`config.mk`:
```
export PLATFORM = sky130hd
export DESIGN_NAME = input_feeder_flat
export DESIGN_NICKNAME = d
export VERILOG_FILES = /design/src/rtl/input_feeder_pkg.sv /design/src/rtl/input_feeder_if.sv /design/src/rtl/input_feeder_matrix_buffer.sv /design/src/rtl/input_feeder.sv /design/src/flat_wrapper.sv
export SDC_FILE = /design/constraint.sdc
export NUM_CORES = 1
export LEC_CHECK = 0
export ABC_AREA = 1
export BUFFER_PORTS_ARGS = -buffer_cell sky130_fd_sc_hd__buf_2
export CORE_MARGIN = 2
export CORE_UTILIZATION = 40
export DETAILED_ROUTE_END_ITERATION = 16
export GPL_TIMING_DRIVEN = 0
export PLACE_DENSITY = 0.65
export SETUP_SLACK_MARGIN = 0.5
export SLEW_MARGIN = 20
export SYNTH_ARGS = -nofsm -noshare
export SYNTH_HDL_FRONTEND = slang
export SYNTH_SLANG_ARGS = --single-unit
export TNS_END_PERCENT = 5
```
`constraint.sdc`:
```
create_clock -name clk -period 4 [get_ports clk]
set_clock_uncertainty 0.2 [all_clocks]
set_input_delay 0.4 -clock clk [delete_from_list [all_inputs] [get_ports clk]]
set_output_delay 0.4 -clock clk [all_outputs]
set_load 0.005 [all_outputs]
```
`src/rtl/input_feeder_pkg.sv`:
```
`default_nettype none
// ============================================================================
//  Module   : input_feeder_pkg
//  Purpose  : Shared types and helpers for the input_feeder block: the
//             feeder FSM state encoding and a counter-width helper.
//  Revision : 1.0 - initial release
// ============================================================================
package input_feeder_pkg;

    typedef enum logic [1:0] {
        FEED_LOAD   = 2'd0,
        FEED_STREAM = 2'd1,
        FEED_DRAIN  = 2'd2,
        FEED_DONE   = 2'd3
    } feeder_state_t;

    // Width needed to count 0..n-1, never narrower than one bit so that
    // degenerate sizes (n = 0, 1, 2) still yield a legal vector.
    function automatic int cnt_w(input int n);
        return (n <= 2) ? 1 : $clog2(n);
    endfunction

endpackage : input_feeder_pkg
`default_nettype wire

```
`src/rtl/input_feeder_if.sv`:
```
`default_nettype none
// ============================================================================
//  Module   : input_feeder_if
//  Purpose  : Row-load handshake bundle feeding input_feeder.
//  Signals  : in_valid  - producer has a matrix row on row_in
//             in_ready  - feeder accepts row_in this cycle
//             row_in[k] - element k of the offered row
//  Modports : master (row producer), slave (input_feeder)
//  Revision : 1.0 - initial release
// ============================================================================
interface input_feeder_if #(
    parameter int MATRIX_SIZE = 2,
    parameter int DATA_SIZE   = 32
);
    logic                 in_valid;
    logic                 in_ready;
    logic [DATA_SIZE-1:0] row_in [MATRIX_SIZE];

    modport master (output in_valid, output row_in, input in_ready);
    modport slave  (input in_valid, input row_in, output in_ready);
endinterface : input_feeder_if
`default_nettype wire

```
`src/rtl/input_feeder_matrix_buffer.sv`:
```
`default_nettype none
// ============================================================================
//  Module   : input_feeder_matrix_buffer
//  Purpose  : MATRIX_SIZE x MATRIX_SIZE operand store. Written one row at a
//             time, read one column at a time (combinational read).
//  Ports    : clk     - write clock
//             wr_en   - write row_in into row wr_row
//             wr_row  - destination row index
//             row_in  - row data, row_in[k] -> mem[wr_row][k]
//             rd_col  - column index to read
//             col_out - col_out[i] = mem[i][rd_col]
//  Revision : 1.0 - initial release
// ============================================================================
module input_feeder_matrix_buffer
    import input_feeder_pkg::*;
#(
    parameter int MATRIX_SIZE = 2,
    parameter int DATA_SIZE   = 32,
    parameter int IDX_W       = cnt_w(MATRIX_SIZE)
) (
    input  wire logic                 clk,
    input  wire logic                 wr_en,
    input  wire logic [IDX_W-1:0]     wr_row,
    input  wire logic [DATA_SIZE-1:0] row_in  [MATRIX_SIZE],
    input  wire logic [IDX_W-1:0]     rd_col,
    output      logic [DATA_SIZE-1:0] col_out [MATRIX_SIZE]
);

    // Contents are don't-care until written, so the array carries no reset.
    logic [DATA_SIZE-1:0] r_mem [MATRIX_SIZE][MATRIX_SIZE];

    // Index decode by explicit compare keeps every size (including 1) free
    // of out-of-range variable selects.
    for (genvar r = 0; r < MATRIX_SIZE; r++) begin : g_row
        always_ff @(posedge clk) begin
            if (wr_en && (wr_row == IDX_W'(r))) begin
                for (int k = 0; k < MATRIX_SIZE; k++) begin
                    r_mem[r][k] <= row_in[k];
                end
            end
        end
    end

    always_comb begin
        for (int i = 0; i < MATRIX_SIZE; i++) begin
            col_out[i] = '0;
            for (int c = 0; c < MATRIX_SIZE; c++) begin
                if (rd_col == IDX_W'(c)) begin
                    col_out[i] = r_mem[i][c];
                end
            end
        end
    end

endmodule : input_feeder_matrix_buffer
`default_nettype wire

```
`src/rtl/input_feeder.sv`:
```
`default_nettype none
// ============================================================================
//  Module   : input_feeder
//  Purpose  : Loads one square operand matrix row-by-row, streams it out
//             column-by-column with an enable strobe, then drains zero
//             vectors so downstream skewer/array pipelines flush.
//  Ports    : clk        - clock
//             reset      - asynchronous active-high reset
//             flush      - synchronous abort back to LOAD (highest priority)
//             in_if      - row-load handshake (slave side)
//             stall      - downstream hold; freezes STREAM/DRAIN progress
//             data_out   - column vector, data_out[i] = A[i][col]
//             enable_out - data_out is a vector to be consumed
//             busy       - STREAM or DRAIN in progress
//             done       - one-cycle pulse after the last drain cycle
//  Revision : 1.0 - initial release
// ============================================================================
module input_feeder
    import input_feeder_pkg::*;
#(
    parameter int MATRIX_SIZE  = 2,
    parameter int DATA_SIZE    = 32,
    parameter int DRAIN_CYCLES = 3 * MATRIX_SIZE
) (
    input  wire logic                 clk,
    input  wire logic                 reset,
    input  wire logic                 flush,
    input_feeder_if.slave             in_if,
    input  wire logic                 stall,
    output      logic [DATA_SIZE-1:0] data_out [MATRIX_SIZE],
    output      logic                 enable_out,
    output      logic                 busy,
    output      logic                 done
);

    localparam int c_cnt_w   = cnt_w(MATRIX_SIZE);
    localparam int c_drain_w = cnt_w(DRAIN_CYCLES);
    localparam logic [c_cnt_w-1:0]   c_idx_last   = c_cnt_w'(MATRIX_SIZE - 1);
    localparam logic [c_drain_w-1:0] c_drain_last =
        c_drain_w'((DRAIN_CYCLES > 0) ? (DRAIN_CYCLES - 1) : 0);

    feeder_state_t        r_state,     w_state_nxt;
    logic [c_cnt_w-1:0]   r_row_cnt,   w_row_cnt_nxt;
    logic [c_cnt_w-1:0]   r_col_cnt,   w_col_cnt_nxt;
    logic [c_drain_w-1:0] r_drain_cnt, w_drain_cnt_nxt;

    logic                 w_in_ready;
    logic                 w_wr_en;
    logic [DATA_SIZE-1:0] w_col_data [MATRIX_SIZE];

    input_feeder_matrix_buffer #(
        .MATRIX_SIZE (MATRIX_SIZE),
        .DATA_SIZE   (DATA_SIZE),
        .IDX_W       (c_cnt_w)
    ) u_buffer (
        .clk     (clk),
        .wr_en   (w_wr_en),
        .wr_row  (r_row_cnt),
        .row_in  (in_if.row_in),
        .rd_col  (r_col_cnt),
        .col_out (w_col_data)
    );

    always_ff @(posedge clk or posedge reset) begin
        if (reset) begin
            r_state     <= FEED_LOAD;
            r_row_cnt   <= '0;
            r_col_cnt   <= '0;
            r_drain_cnt <= '0;
        end else begin
            r_state     <= w_state_nxt;
            r_row_cnt   <= w_row_cnt_nxt;
            r_col_cnt   <= w_col_cnt_nxt;
            r_drain_cnt <= w_drain_cnt_nxt;
        end
    end

    // A row offered together with flush is refused, so a flushed cycle can
    // never leave a stray row in the buffer.
    assign w_in_ready     = (r_state == FEED_LOAD) && !flush;
    assign w_wr_en        = w_in_ready && in_if.in_valid;
    assign in_if.in_ready = w_in_ready;

    always_comb begin
        w_state_nxt     = r_state;
        w_row_cnt_nxt   = r_row_cnt;
        w_col_cnt_nxt   = r_col_cnt;
        w_drain_cnt_nxt = r_drain_cnt;

        if (flush) begin
            w_state_nxt     = FEED_LOAD;
            w_row_cnt_nxt   = '0;
            w_col_cnt_nxt   = '0;
            w_drain_cnt_nxt = '0;
        end else begin
            case (r_state)
                FEED_LOAD: begin
                    if (w_wr_en) begin
                        if (r_row_cnt == c_idx_last) begin
                            w_row_cnt_nxt = '0;
                            w_state_nxt   = FEED_STREAM;
                        end else begin
                            w_row_cnt_nxt = r_row_cnt + 1'b1;
                        end
                    end
                end
                FEED_STREAM: begin
                    if (!stall) begin
                        if (r_col_cnt == c_idx_last) begin
                            w_col_cnt_nxt = '0;
                            w_state_nxt   = (DRAIN_CYCLES == 0) ? FEED_DONE : FEED_DRAIN;
                        end else begin
                            w_col_cnt_nxt = r_col_cnt + 1'b1;
                        end
                    end
                end
                FEED_DRAIN: begin
                    if (!stall) begin
                        if (r_drain_cnt == c_drain_last) begin
                            w_drain_cnt_nxt = '0;
                            w_state_nxt     = FEED_DONE;
                        end else begin
                            w_drain_cnt_nxt = r_drain_cnt + 1'b1;
                        end
                    end
                end
                FEED_DONE: begin
                    w_state_nxt = FEED_LOAD;
                end
                default: begin
                    w_state_nxt = FEED_LOAD;
                end
            endcase
        end
    end

    // Outputs decode directly from registered state and the buffer, so the
    // first column appears the cycle after the last row is accepted and an
    // asynchronous reset zeroes them immediately.
    assign busy       = (r_state == FEED_STREAM) || (r_state == FEED_DRAIN);
    assign enable_out = busy && !stall;
    assign done       = (r_state == FEED_DONE);

    always_comb begin
        for (int i = 0; i < MATRIX_SIZE; i++) begin
            data_out[i] = (r_state == FEED_STREAM) ? w_col_data[i] : '0;
        end
    end

endmodule : input_feeder
`default_nettype wire

```
`src/flat_wrapper.sv`:
```
// flat-port wrapper written by rule: the top's interface ports become plain ports
module input_feeder_flat import input_feeder_pkg::*;
#(
    parameter int MATRIX_SIZE  = 2,
    parameter int DATA_SIZE    = 32,
    parameter int DRAIN_CYCLES = 3 * MATRIX_SIZE
)
  (clk, reset, flush, stall, data_out, enable_out, busy, done, in_if_in_valid, in_if_row_in, in_if_in_ready);
  input_feeder_if #(.MATRIX_SIZE(MATRIX_SIZE), .DATA_SIZE(DATA_SIZE)) in_if_i ();
  input  wire logic clk;
  input  wire logic reset;
  input  wire logic flush;
  input  wire logic stall;
  output      logic [DATA_SIZE-1:0] data_out[MATRIX_SIZE];
  output      logic enable_out;
  output      logic busy;
  output      logic done;
  input wire logic [$bits(in_if_i.in_valid)-1:0] in_if_in_valid;
  input wire logic [$bits(in_if_i.row_in)-1:0] in_if_row_in;
  output wire logic [$bits(in_if_i.in_ready)-1:0] in_if_in_ready;
  assign in_if_i.in_valid = in_if_in_valid;
  assign in_if_i.row_in = {>>{in_if_row_in}};
  assign in_if_in_ready = in_if_i.in_ready;
  input_feeder #(.MATRIX_SIZE(MATRIX_SIZE), .DATA_SIZE(DATA_SIZE), .DRAIN_CYCLES(DRAIN_CYCLES)) u_core (.clk(clk), .reset(reset), .flush(flush), .in_if(in_if_i), .stall(stall), .data_out(data_out), .enable_out(enable_out), .busy(busy), .done(done));
endmodule
```
# After elaboration in Yosys (flattened, before gate mapping)
# Memories as Yosys holds them, arrays and structs flattened.
# Cells that the tools add are included.
# op_classes
n_eq_ne	11
n_mux	31
bitwise	1
addsub	3
n_reduce_logical	18
# op_table
operator	n
$mux 32	4
$mux 64	1
$reduce_or 64->1	1
$mux 1	14
$mux 2	7
$mux 3	4
$ne 3x2->1 const B	3
$ne 3x3->1 const B	3
$pmux 2 s4	1
$reduce_bool 2->1	4
$reduce_and 2->1	3
$reduce_and 6->1	1
$logic_and 1x1->1	5
$eq 2x2->1 const B	2
$add 3x1->3 const B	1
$eq 3x3->1 const B	1
$add 1x1->1 const B	2
$eq 2x1->1 const B	1
$logic_not 1->1	2
$logic_not 2->1	1
$ne 2x2->1 const B	1
$logic_or 1x1->1	1
$not 1->1	1
# totals
ram_bits	128
output_inout_bits	68
elab_cells	69
n_memories	1
ff_bits	7
# mem_list
name	words	word_bits	read_ports	rd_ports_with_merged_regs	wr	line_no	text
u_core.u_buffer.r_mem	2	64	2	0	1	input_feeder_matrix_buffer.sv:30	logic [DATA_SIZE-1:0] r_mem [MATRIX_SIZE][MATRIX_SIZE];

# Longest topological paths before layout
# Gate-level depths: netlist (run 1).
# depth
word_depth	8
ltp_mapped	8
mapped_depth_nobuf	8

# Cells and area by module
# A second synthesis (run 1) with hierarchy kept.
# hier_totals
hier_cells	538
area_unflattened_um2	5726.7
# by_module_without_submodules
module	cells_per_inst	seq_area_each_um2	instances	area_per_inst_um2
input_feeder_matrix_buffer	338	3843.7	1	4703.3
input_feeder	200	175.2	1	1023.5

# Least setup slack after synthesis (run 1)
# OpenSTA, ideal clock, no wires.
# synth_timing
kind	flip-flop to flip-flop
start	reg u_core.r_state[0]
end	mem u_core.u_buffer.r_mem[1][0] (netlist name) (enable)
period_less_slack_ns	4.290
n_path_buf	0
setup_slack_ns	-0.290
path_stages_with_launch	7
arrival_time_ns	3.603
path_cell_list	dfrtp_1 -> inv_1 -> ha_1 -> inv_2 -> nor3_2 -> inv_2 -> nor2_1
# synth_between
elab_chain_len	8
# synth_lines
element	line_no	text
start, declared	input_feeder.sv:42	feeder_state_t r_state, w_state_nxt;
start signal, assigned	input_feeder.sv:71	r_state <= w_state_nxt;
$logic_not 2->1 (*)	input_feeder.sv:80	assign w_in_ready = (r_state == FEED_LOAD) && !flush;
$logic_and 1x1->1 (*)	input_feeder.sv:80	
$logic_and 1x1->1 (*)	input_feeder.sv:81	assign w_wr_en = w_in_ready && in_if.in_valid;
$logic_and 1x1->1	input_feeder_matrix_buffer.sv:36	if (wr_en && (wr_row == IDX_W'(r))) begin
$mux 1	input_feeder_matrix_buffer.sv:36	
$mux 1 (implied by the code)	input_feeder_matrix_buffer.sv:38	r_mem[r][k] <= row_in[k];
$reduce_or 64->1 (no line)	n/a	
$mux 1 (no line)	n/a	
end, declared	input_feeder_matrix_buffer.sv:30	
# Mark *: on every way between the ends. The rest lies on a longest branch, timed or not.

==> results.sh, run 1 <==
export IMPL_status="completed"
export IMPL_core_area_um2=13240
export IMPL_via_per_inst=4.690
export IMPL_path_delay_family="buffers and inverters"
export IMPL_max_clock_freq_mhz=359.7
export IMPL_grt_pass1_wl_um=19450
export IMPL_syn_area_per_cell_um2=13.27
export IMPL_multi_input_area_um2=1164
export IMPL_drv_cap=0
export IMPL_ios=137
export IMPL_rows=42
export IMPL_crit_buf_inv=4
export IMPL_drive_gt1_share_pct=37.11
export IMPL_worst_setup_path_type="register to output port"
export IMPL_antennaDiodeCount=0
export IMPL_netlist_instances=410
export IMPL_mostFrequentLayoutCells="buf_2, edfxtp_1, nor2_1"
export IMPL_clk_latency_ns=0.41
export IMPL_grt_usage_pct=17.88
export IMPL_synth_warnings=0
export IMPL_hold_class="input pin to register"
export IMPL_rr_worst_depth=8
export IMPL_nFillCells=1105
export IMPL_timing_final_crit_share_pct=69.51
export IMPL_hold_depth=2
export IMPL_startpoint_type="register"
export IMPL_finalHoldViolations=0
export IMPL_clkSinkCount=135
export IMPL_grt_pass1_vias=3931
export IMPL_p_per_area_nw_per_um2=574.1
export IMPL_grt_max_degree=35
export IMPL_yosys_most_used_dff="edfxtp_1"
export IMPL_setup_viol=0
export IMPL_grt_overflow=0
export IMPL_async_reset_ff_share_pct=5.185
export IMPL_crit_path_end_kind="output port"
export IMPL_place_ws_ns=1.426
export IMPL_synth_edf_count=128
export IMPL_crit_required_ns=3.40
export IMPL_final_max_slew_viol_count=0
export IMPL_seq_area_um2=4019
export IMPL_p_leak_nw=3.100
export IMPL_yosysSeqAreaShare_pct=73.87
export IMPL_netlist_area_um2=5440
export IMPL_ys_ff_latch=135
export IMPL_rsz0062_at_grt="no"
export IMPL_htree_num_levels=4
export IMPL_crit_path_cell_trace="inv_1, ha_1, buf_4, clkbuf_1, o21ai_0, nor2_1, buf_2"
export IMPL_cts_tree="done"
export IMPL_crit_slowest_cell="dfrtp_1"
export IMPL_wl_per_cell_um=15.73
export IMPL_dp_hpwl_um=8423
export IMPL_power_mw=4.383
export IMPL_slew_headroom_pct=49.61
export IMPL_ir_worst_vdd_mv=0.3358
export IMPL_start_util_pct=41.08
export IMPL_worst_slew_pin_transition_ns=0.7541
export IMPL_place_gp_congestion=0.8221
export IMPL_clk_pin_slew_worst_paths_ns=0.06
export IMPL_die_y_um=120.6
export IMPL_final_common_cell="buf_2"
export IMPL_synth_nets=483
export IMPL_antenna_found_initial=0
export IMPL_root_buffer="clkbuf_16"
export IMPL_design_area_um2=7634
export IMPL_slowest_delay_ns=0.41
export IMPL_vias=3846
export IMPL_synth_cell_types=22
export IMPL_drt_iter0_markers=324
export IMPL_drtAntennaViolNets=0
export IMPL_layout_setup_ws_ns=1.220
export IMPL_io_buffers=135
export IMPL_drtPass1Iterations=4
export IMPL_ctsLongestPathBuffers=2
export IMPL_cts_setup_buffers=0
export IMPL_fin_crit_ns=2.780
export IMPL_wl_um=12900
export IMPL_drc=0
export IMPL_dpl_cell_area_um2=6421
export IMPL_crit_cells=7
export IMPL_critPathMaxFanout=10
export IMPL_dieWidth_um=120.6
export IMPL_utilization_pct=57.64
export IMPL_arrival_ns=2.18
export IMPL_syn2layout_area_growth_pct=40.32
export IMPL_cts_inserted_buffers=17
export IMPL_finalHoldWorstSlack_ns=0.09140
export IMPL_fin_nets=705
export IMPL_die_area_um2=14550
[path summary, 6_finish.rpt]
path                                   startpoint                           end  slack [ns]
worst max-delay path            u_core.r_state[1]                  data_out[29]        1.22
worst min-delay path                        flush              u_core.r_col_cnt        0.09
worst max register to register  u_core.r_state[0]  u_core.u_buffer.r_mem[1][62]        1.46
worst min register to register  u_core.r_state[1]             u_core.r_state[1]        0.35
max in group asynchronous                   reset         u_core.r_drain_cnt[0]        3.11
min in group asynchronous                   reset              u_core.r_row_cnt        0.26
[worst register-to-register path, cell delays in order, from the launching register on]
cell and delay, ns:
dfrtp_1 0.42, inv_1 0.10, ha_1 0.16, inv_2 0.05, nor3_2 0.19, inv_2 0.08
nor2_4 0.58, buf_16 0.25, buf_16 0.20
[synth_stat cells, types with 2 or more instances]
| master | n | share of area, % |
|---|---|---|
| edfxtp_1 | 128 | 71 |
| nor2_1 | 86 | 5.9 |
| o21ai_0 | 64 | 5.9 |
| nor2_2 | 51 | 5.9 |
| nand2_1 | 16 | 1.1 |
| inv_1 | 12 | 0.83 |
| clkbuf_1 | 8 | 0.55 |
| dfrtp_1 | 7 | 3.2 |
| buf_12 | 6 | 2.2 |
| buf_2 | 6 | 0.55 |
| ha_1 | 4 | 0.92 |
| a21oi_1 | 3 | 0.28 |
| inv_2 | 3 | 0.21 |
| nand3_1 | 3 | 0.28 |
| nand4_1 | 3 | 0.35 |
| o21ai_1 | 3 | 0.28 |
| nor3_1 | 2 | 0.18 |
[layer usage]
layer | up-vias | track usage [%] | share of wire, %
met5 | - | 0 | 0
met4 | 0 | 6.831 | 1.7
met1 | 1819 | 21.15 | 40
met3 | 18 | 5.283 | 6.0
li1 | 1873 | - | -
met2 | 136 | 30.72 | 52
[where the power goes]
group          total (mW)  internal, mW  switching (mW)
registers            1.76          1.71          0.0512
logic                1.15         0.458           0.689
clock network        1.48         0.908           0.567
[through the flow]
stage | setup TNS (ns) | cells
floorplan | 0 | 410
global placement | -9.771 | 721
detailed placement | 0 | 724
CTS | 0 | 820
global route | 0 | 820
finish | 0 | 820
[layout make-up]
cell class                 instances  area share [%]
multi-input combinational        236           15.24
clock inverter                    13           1.737
buffer                            22           2.606
tap                              176           2.885
sequential                       135           52.65
inverter                          17          0.9015
clock buffer                      18           5.622
timing repair buffer             203           18.36
[state kept, by name, summed over array words and instances (netlist names)]
signal / count
u_core.r_col_cnt: 1
u_core.r_state: 2
u_core.r_drain_cnt: 3
u_core.u_buffer.r_mem: 128
u_core.r_row_cnt: 1
[repair_timing]
item                      in CTS  in global routing
gates resized for setup        0                  0
hold endpoints to repair     135                  0
hold buffers                  65                  0
[kinds of logic (layout without fill, tap and decap cells)]
group | count (synthesis) | in the layout | share of synthesized area [%]
buffers and inverters | 39 | 273 | 4.876
DFF | 135 | 135 | 73.87
adders and majority gates | 4 | 4 | 0.9200
AOI/OAI and AO/OA | 70 | 70 | 6.440
and+or+nand+nor | 162 | 162 | 13.89
Note: power is estimated with default switching activity, not from simulation.
==> run 2, diff against run 1 <==
ABC_AREA = 0   (was 1)
PLACE_DENSITY = not set   (was 0.65)
clock period = 2.8 ns   (was 4 ns; I/O delays follow)
==> run 2 against run 1 <==
Setup slack got worse by 0.68 ns. Area after synthesis decreased by 0.57%. Power increased by 43%. Count of clock-buffer cells in the layout increased by 1. Hold slack improved by 0.032 ns. Synthesized cell count decreased by 23%. Clock power increased by 38%. Critical path type unchanged. Critical endpoint unchanged. Highest routed layer unchanged.
==> results.sh, run 2 <==
export IMPL_use_met2_pct=29.19
export IMPL_grt_busiest_layer="met2"
export IMPL_yosysSeqAreaShare_pct=74.30
export IMPL_cts_tree="done"
export IMPL_crit_path_cell_trace="inv_1, ha_4, clkbuf_8, clkbuf_8, nor2b_1, buf_2"
export IMPL_design_area_um2=7754
export IMPL_synth_area_top_cells="edfxtp_1, mux2i_1, nor2b_1"
export IMPL_syn_area_per_cell_um2=17.12
export IMPL_rsz0062_at_grt="yes"
export IMPL_synth_warnings=0
export IMPL_largest_reg_flops=128
export IMPL_drt_iter0_markers=185
export IMPL_drv_cap=0
export IMPL_cts_setup_buffers=0
export IMPL_htree_num_levels=4
export IMPL_final_max_slew_viol_count=0
export IMPL_rows=42
export IMPL_wl_um=12200
export IMPL_dp_hpwl_um=7649
export IMPL_crit_buf_inv=4
export IMPL_drive_gt1_share_pct=34.90
export IMPL_setup_viol=0
export IMPL_vias=3412
export IMPL_synth_top_area_cell="edfxtp_1"
export IMPL_die_area_um2=14470
export IMPL_async_reset_ff_share_pct=5.185
export IMPL_cts_inserted_buffers=17
export IMPL_netlist_area_um2=5409
export IMPL_crit_required_ns=2.32
export IMPL_use_met1_pct=20.97
export IMPL_synth_edf_count=128
export IMPL_status="completed"
export IMPL_antennaDiodeCount=0
export IMPL_grt_usage_pct=17.39
export IMPL_hold_class="input pin to register"
export IMPL_synthTopCellsByCount="edfxtp_1, nor2b_1, mux2i_1"
export IMPL_yosys_most_used_dff="edfxtp_1"
export IMPL_synth_nets=389
export IMPL_wl_per_cell_um=16.74
export IMPL_synth_top_cell_area_share_pct=71.06
export IMPL_grt_pass1_wl_um=18620
export IMPL_grt_overflow=0
export IMPL_dp_cells=631
export IMPL_syn2layout_area_growth_pct=43.35
export IMPL_dpl_cell_area_um2=6422
export IMPL_slew_headroom_pct=68.30
export IMPL_arrival_ns=1.78
export IMPL_startpoint_type="register"
export IMPL_slowest_delay_ns=0.40
export IMPL_final_common_cell="buf_2"
export IMPL_path_common_cell="clkbuf_8"
export IMPL_layout_setup_ws_ns=0.5371
export IMPL_p_leak_nw=2.979
export IMPL_clk_latency_ns=0.41
export IMPL_clk_pin_slew_worst_paths_ns=0.06
export IMPL_core_area_um2=13240
export IMPL_dieWidth_um=120.3
export IMPL_p_per_area_nw_per_um2=807.3
export IMPL_path_delay_family="buffers and inverters"
export IMPL_synth_most_common_cell="edfxtp_1"
export IMPL_reg_top3="u_core.u_buffer.r_mem (128), u_core.r_drain_cnt (3), u_core.r_state (2)"
export IMPL_grt_max_degree=42
export IMPL_crit_slowest_cell="dfrtp_1"
export IMPL_max_flop_register="u_core.u_buffer.r_mem"
export IMPL_place_gp_congestion=0.7397
export IMPL_use_met3_pct=4.953
export IMPL_netlist_instances=316
export IMPL_finalHoldViolations=0
export IMPL_finalHoldWorstSlack_ns=0.1239
export IMPL_ios=137
export IMPL_worst_setup_path_type="register to output port"
export IMPL_synth_cell_types=24
export IMPL_ir_worst_vdd_mv=0.4094
export IMPL_start_util_pct=40.84
export IMPL_ctsLongestPathBuffers=2
export IMPL_critPathMaxFanout=10
export IMPL_worst_slew_pin_transition_ns=0.4755
export IMPL_drc=0
export IMPL_grt_pass1_vias=3670
export IMPL_place_ws_ns=0.2551
export IMPL_drtPass1Iterations=4
export IMPL_clkSinkCount=135
export IMPL_mostFrequentLayoutCells="buf_2, edfxtp_1, nor2b_1, dlygate4sd3_1, mux2i_1"
export IMPL_fin_crit_ns=2.263
export IMPL_timing_final_crit_share_pct=80.82
export IMPL_antenna_found_initial=0
export IMPL_io_buffers=135
export IMPL_drtAntennaViolNets=0
export IMPL_via_per_inst=4.680
export IMPL_root_buffer="clkbuf_16"
export IMPL_fin_nets=615
export IMPL_die_y_um=120.3
export IMPL_ys_ff_latch=135
export IMPL_max_clock_freq_mhz=441.9
export IMPL_final_cells=729
export IMPL_crit_path_end_kind="output port"
## run 2: cell families (layout without fill, tap and decap cells)
kind of cell	after synthesis	after routing	share of synthesized area (%)
buf+inv	18	254	1.434
mux	66	66	12.24
simple gates	87	88	10.25
flops	135	135	74.30
compound gates	3	3	0.3701
xor+xnor	3	3	0.4859
fa+ha+maj	4	4	0.9253
## run 2: final timing paths
| check | slack (ns) | depth (start not counted) | end | startpoint |
|---|---|---|---|---|
| setup / recovery | 0.54 | 6 | data_out[29] | u_core.r_state[1] |
| hold / removal | 0.12 | 4 | u_core.r_row_cnt | in_if_in_valid |
| setup reg to reg | 0.60 | 7 | u_core.u_buffer.r_mem[0][42] | u_core.r_state[0] |
| hold reg to reg | 0.35 | 2 | u_core.r_drain_cnt[1] | u_core.r_drain_cnt[1] |
| max in group asynchronous | 2.03 | 3 | u_core.r_col_cnt | reset |
| min in group asynchronous | 0.15 | 3 | u_core.r_row_cnt | reset |
## run 2: layout make-up
class	instances	area, um2
tap	176	220.2
clock inverter	11	110.1
sequential	135	4019
timing repair buffer	206	1439
fill	1091	5489
buffer	15	162.7
inverter	3	11.26
clock buffer	19	432.9
multi-input combinational	164	1359
## run 2: metal layers
layer	vias to the layer above	share of wire [%]
met5	-	0
met4	0	1.8
met3	17	5.0
met2	109	49
met1	1674	44
li1	1612	-
## run 2: through the flow
| step | utilization [%] | total power, mW | TNS, ns |
|---|---|---|---|
| floorplan | - | 3.383 | 0 |
| global placement | 47.75 | 3.994 | -12.36 |
| detailed placement | 48.50 | 4.058 | 0 |
| CTS | 58.49 | 6.326 | 0 |
| global route | 58.55 | 6.569 | 0 |
| finish | 58.55 | 6.260 | 0 |
## run 2: repair_timing
item | CTS | global route
cloned | 1 | 1
pin swaps | 0 | 0
setup endpoints to repair | 64 | 78
hold buffers | 66 | 0
endpoints found under the hold margin | 140 | 0
resized for setup | 33 | 0
## run 2: worst min-delay path: stages
cell and delay, ns:
buf_2 0.17, nand2_1 0.10, xor2_1 0.06, nor2_1 0.08
## run 2: power by group
part | switching, mW | internal (mW) | total [mW]
Combinational | 0.825 | 0.886 | 1.71
Clock | 0.759 | 1.28 | 2.04
Sequential | 0.0791 | 2.43 | 2.51
Total | 1.66 | 4.60 | 6.26
==> run 3, diff against run 2 <==
PLACE_DENSITY = 0.65   (was not set)
clock period = 1.8 ns   (was 2.8 ns; I/O delays follow)
==> run 3 against run 2 <==
The flow now finishes with violations (negative setup slack). Design area grew 7.2%. Core utilization increased by 4.2 points. Critical endpoint is now u_core.r_state[0]. Via count rose by 2.2%. Clock power rose by 88%. Sequential power increased by 56%. Largest cell class unchanged. Cell count rose by 1.6%.
==> results.sh, run 3 (synthesized netlist as in run 2, its figures left out) <==
export IMPL_drt_iter0_markers=105
export IMPL_clkSinkCount=135
export IMPL_crit_path_cell_trace="buf_4, buf_6, ha_2, nor2b_1, a222oi_1, buf_4, mux2_4"
export IMPL_place_gp_congestion=0.7468
export IMPL_status="complete, but fails checks"
export IMPL_drc=0
export IMPL_fin_crit_ns=2.119
export IMPL_violations="negative setup slack"
export IMPL_syn2layout_area_growth_pct=53.71
export IMPL_rows=42
export IMPL_slowest_delay_ns=0.40
export IMPL_drtAntennaViolNets=0
export IMPL_final_cells=741
export IMPL_antenna_found_initial=0
export IMPL_ff2ff_setup_slack_ns=-0.32
export IMPL_worst_setup_path_type="register to register"
export IMPL_finalHoldViolations=0
export IMPL_utilization_pct=62.78
export IMPL_hold_class="input pin to register"
export IMPL_wl_um=12720
export IMPL_startpoint_type="register"
export IMPL_layout_setup_ws_ns=-0.3189
export IMPL_dp_hpwl_um=7417
export IMPL_ir_worst_vdd_mv=0.7259
export IMPL_crit_path_end_kind="register"
export IMPL_dpl_cell_area_um2=6387
export IMPL_start_util_pct=40.84
export IMPL_p_per_area_nw_per_um2=1337
export IMPL_rr_worst_depth=7
export IMPL_io_buffers=135
export IMPL_final_common_cell="buf_2"
export IMPL_critPathMaxFanout=3
export IMPL_startpoint="u_core.r_state[1]"
export IMPL_largest_reg_flops=128
export IMPL_crit_required_ns=1.89
export IMPL_grt_busiest_layer="met2"
export IMPL_setup_viol=196
export IMPL_final_max_slew_viol_count=0
export IMPL_path_common_cell="buf_4"
export IMPL_worst_slew_pin_transition_ns=0.4409
export IMPL_mostFrequentLayoutCells="buf_2, edfxtp_1, dlygate4sd3_1"
export IMPL_r2r_end="u_core.r_state[0]"
export IMPL_ctsLongestPathBuffers=2
export IMPL_arrival_ns=2.21
export IMPL_clk_pin_slew_worst_paths_ns=0.06
export IMPL_slew_headroom_pct=70.61
export IMPL_dieWidth_um=120.3
export IMPL_use_met3_pct=5.425
export IMPL_vias=3486
export IMPL_max_clock_freq_mhz=472.0
export IMPL_timing_final_crit_share_pct=117.7
export IMPL_cts_tree="done"
export IMPL_die_area_um2=14470
export IMPL_fin_nets=626
export IMPL_grt_overflow=0
export IMPL_grt_pass1_wl_um=19180
export IMPL_antennaDiodeCount=0
export IMPL_use_met1_pct=20.81
export IMPL_crit_end="u_core.r_state[0]"
export IMPL_wl_per_cell_um=17.16
export IMPL_core_area_um2=13240
export IMPL_clk_latency_ns=0.41
export IMPL_cts_inserted_buffers=17
export IMPL_htree_num_levels=4
export IMPL_reg_top3="u_core.u_buffer.r_mem (128), u_core.r_drain_cnt (3), u_core.r_state (2)"
export IMPL_via_per_inst=4.704
export IMPL_drive_gt1_share_pct=44.25
export IMPL_hold_depth=4
export IMPL_die_y_um=120.3
export IMPL_grt_pass1_vias=3782
export IMPL_rsz0062_at_grt="yes"
export IMPL_dp_cells=630
export IMPL_ios=137
export IMPL_root_buffer="clkbuf_16"
export IMPL_r2r_start="u_core.r_state[1]"
export IMPL_drv_cap=0
export IMPL_design_area_um2=8314
export IMPL_use_met2_pct=31.04
export IMPL_p_leak_nw=3.175
export IMPL_grt_usage_pct=17.94
export IMPL_crit_slowest_cell="dfrtp_1"
export IMPL_max_flop_register="u_core.u_buffer.r_mem"
export IMPL_drtPass1Iterations=5
export IMPL_grt_max_degree=31
==> run 3: routing by layer <==
| metal | up-vias | wire, um |
|---|---|---|
| met3 | 21 | 782 |
| met4 | 0 | 248 |
| li1 | 1643 | - |
| met1 | 1700 | 5315 |
| met2 | 122 | 6374 |
| met5 | - | 0 |
==> run 3: worst min path at each step <==
stage	startpoint	end	slack, ns
6_report	in_if_in_valid	u_core.r_row_cnt	0.03
5_1_grt	in_if_in_valid	u_core.r_row_cnt	0.05
4_1_cts	in_if_in_valid	u_core.r_row_cnt	0.01
3_5_place_dp	reset	u_core.r_row_cnt	-0.08
3_3_place_gp	reset	u_core.r_row_cnt	-0.07
2_1_floorplan	reset	u_core.r_col_cnt	-0.22
==> run 3: area by class of cell <==
class                      count  area [um2]
fill                         987        4928
sequential                   135        4021
multi-input combinational    164        1575
timing repair buffer         217        1531
clock buffer                  17       425.4
buffer                        15       297.8
clock inverter                14       231.5
tap                          176       220.2
inverter                       3       11.26
==> run 3: stage by stage <==
| stage | setup WS (ns) | hold WS, ns | total power [mW] | TNS [ns] |
|---|---|---|---|---|
| finish | -0.3189 | 0.02719 | 11.11 | -33.14 |
| global route | -0.3458 | 0.04849 | 11.56 | -44.89 |
| CTS | -0.2388 | 0.01169 | 10.89 | -32.29 |
| detailed placement | -0.5365 | -0.07531 | 6.269 | -72.00 |
| global placement | -1.180 | -0.07392 | 6.207 | -162.53 |
| floorplan | -0.6567 | -0.2166 | 5.262 | -74.64 |
==> run 3: where the power goes <==
group	switching, mW	internal (mW)	total (mW)
sequential	0.136	3.78	3.91
combinational	1.46	1.91	3.36
clock	1.26	2.58	3.84
total	2.85	8.26	11.1
==> run 3: timing repair <==
action                                  CTS  global route
endpoints found under the setup margin  203           203
cloned                                    1             0
hold buffers                             67             0
hold endpoints to repair                140             0
resized for setup                        71            42
pin swaps                                 5             9
setup buffers                            10             2
==> run 3: critical path, delay by kind of cell (launching register included) <==
kind | cells | cell delay [ns]
buf+inv | 3 | 0.45
flops | 1 | 0.40
compound gates | 1 | 0.34
fa+ha+maj | 1 | 0.18
mux | 1 | 0.30
simple gates | 1 | 0.13
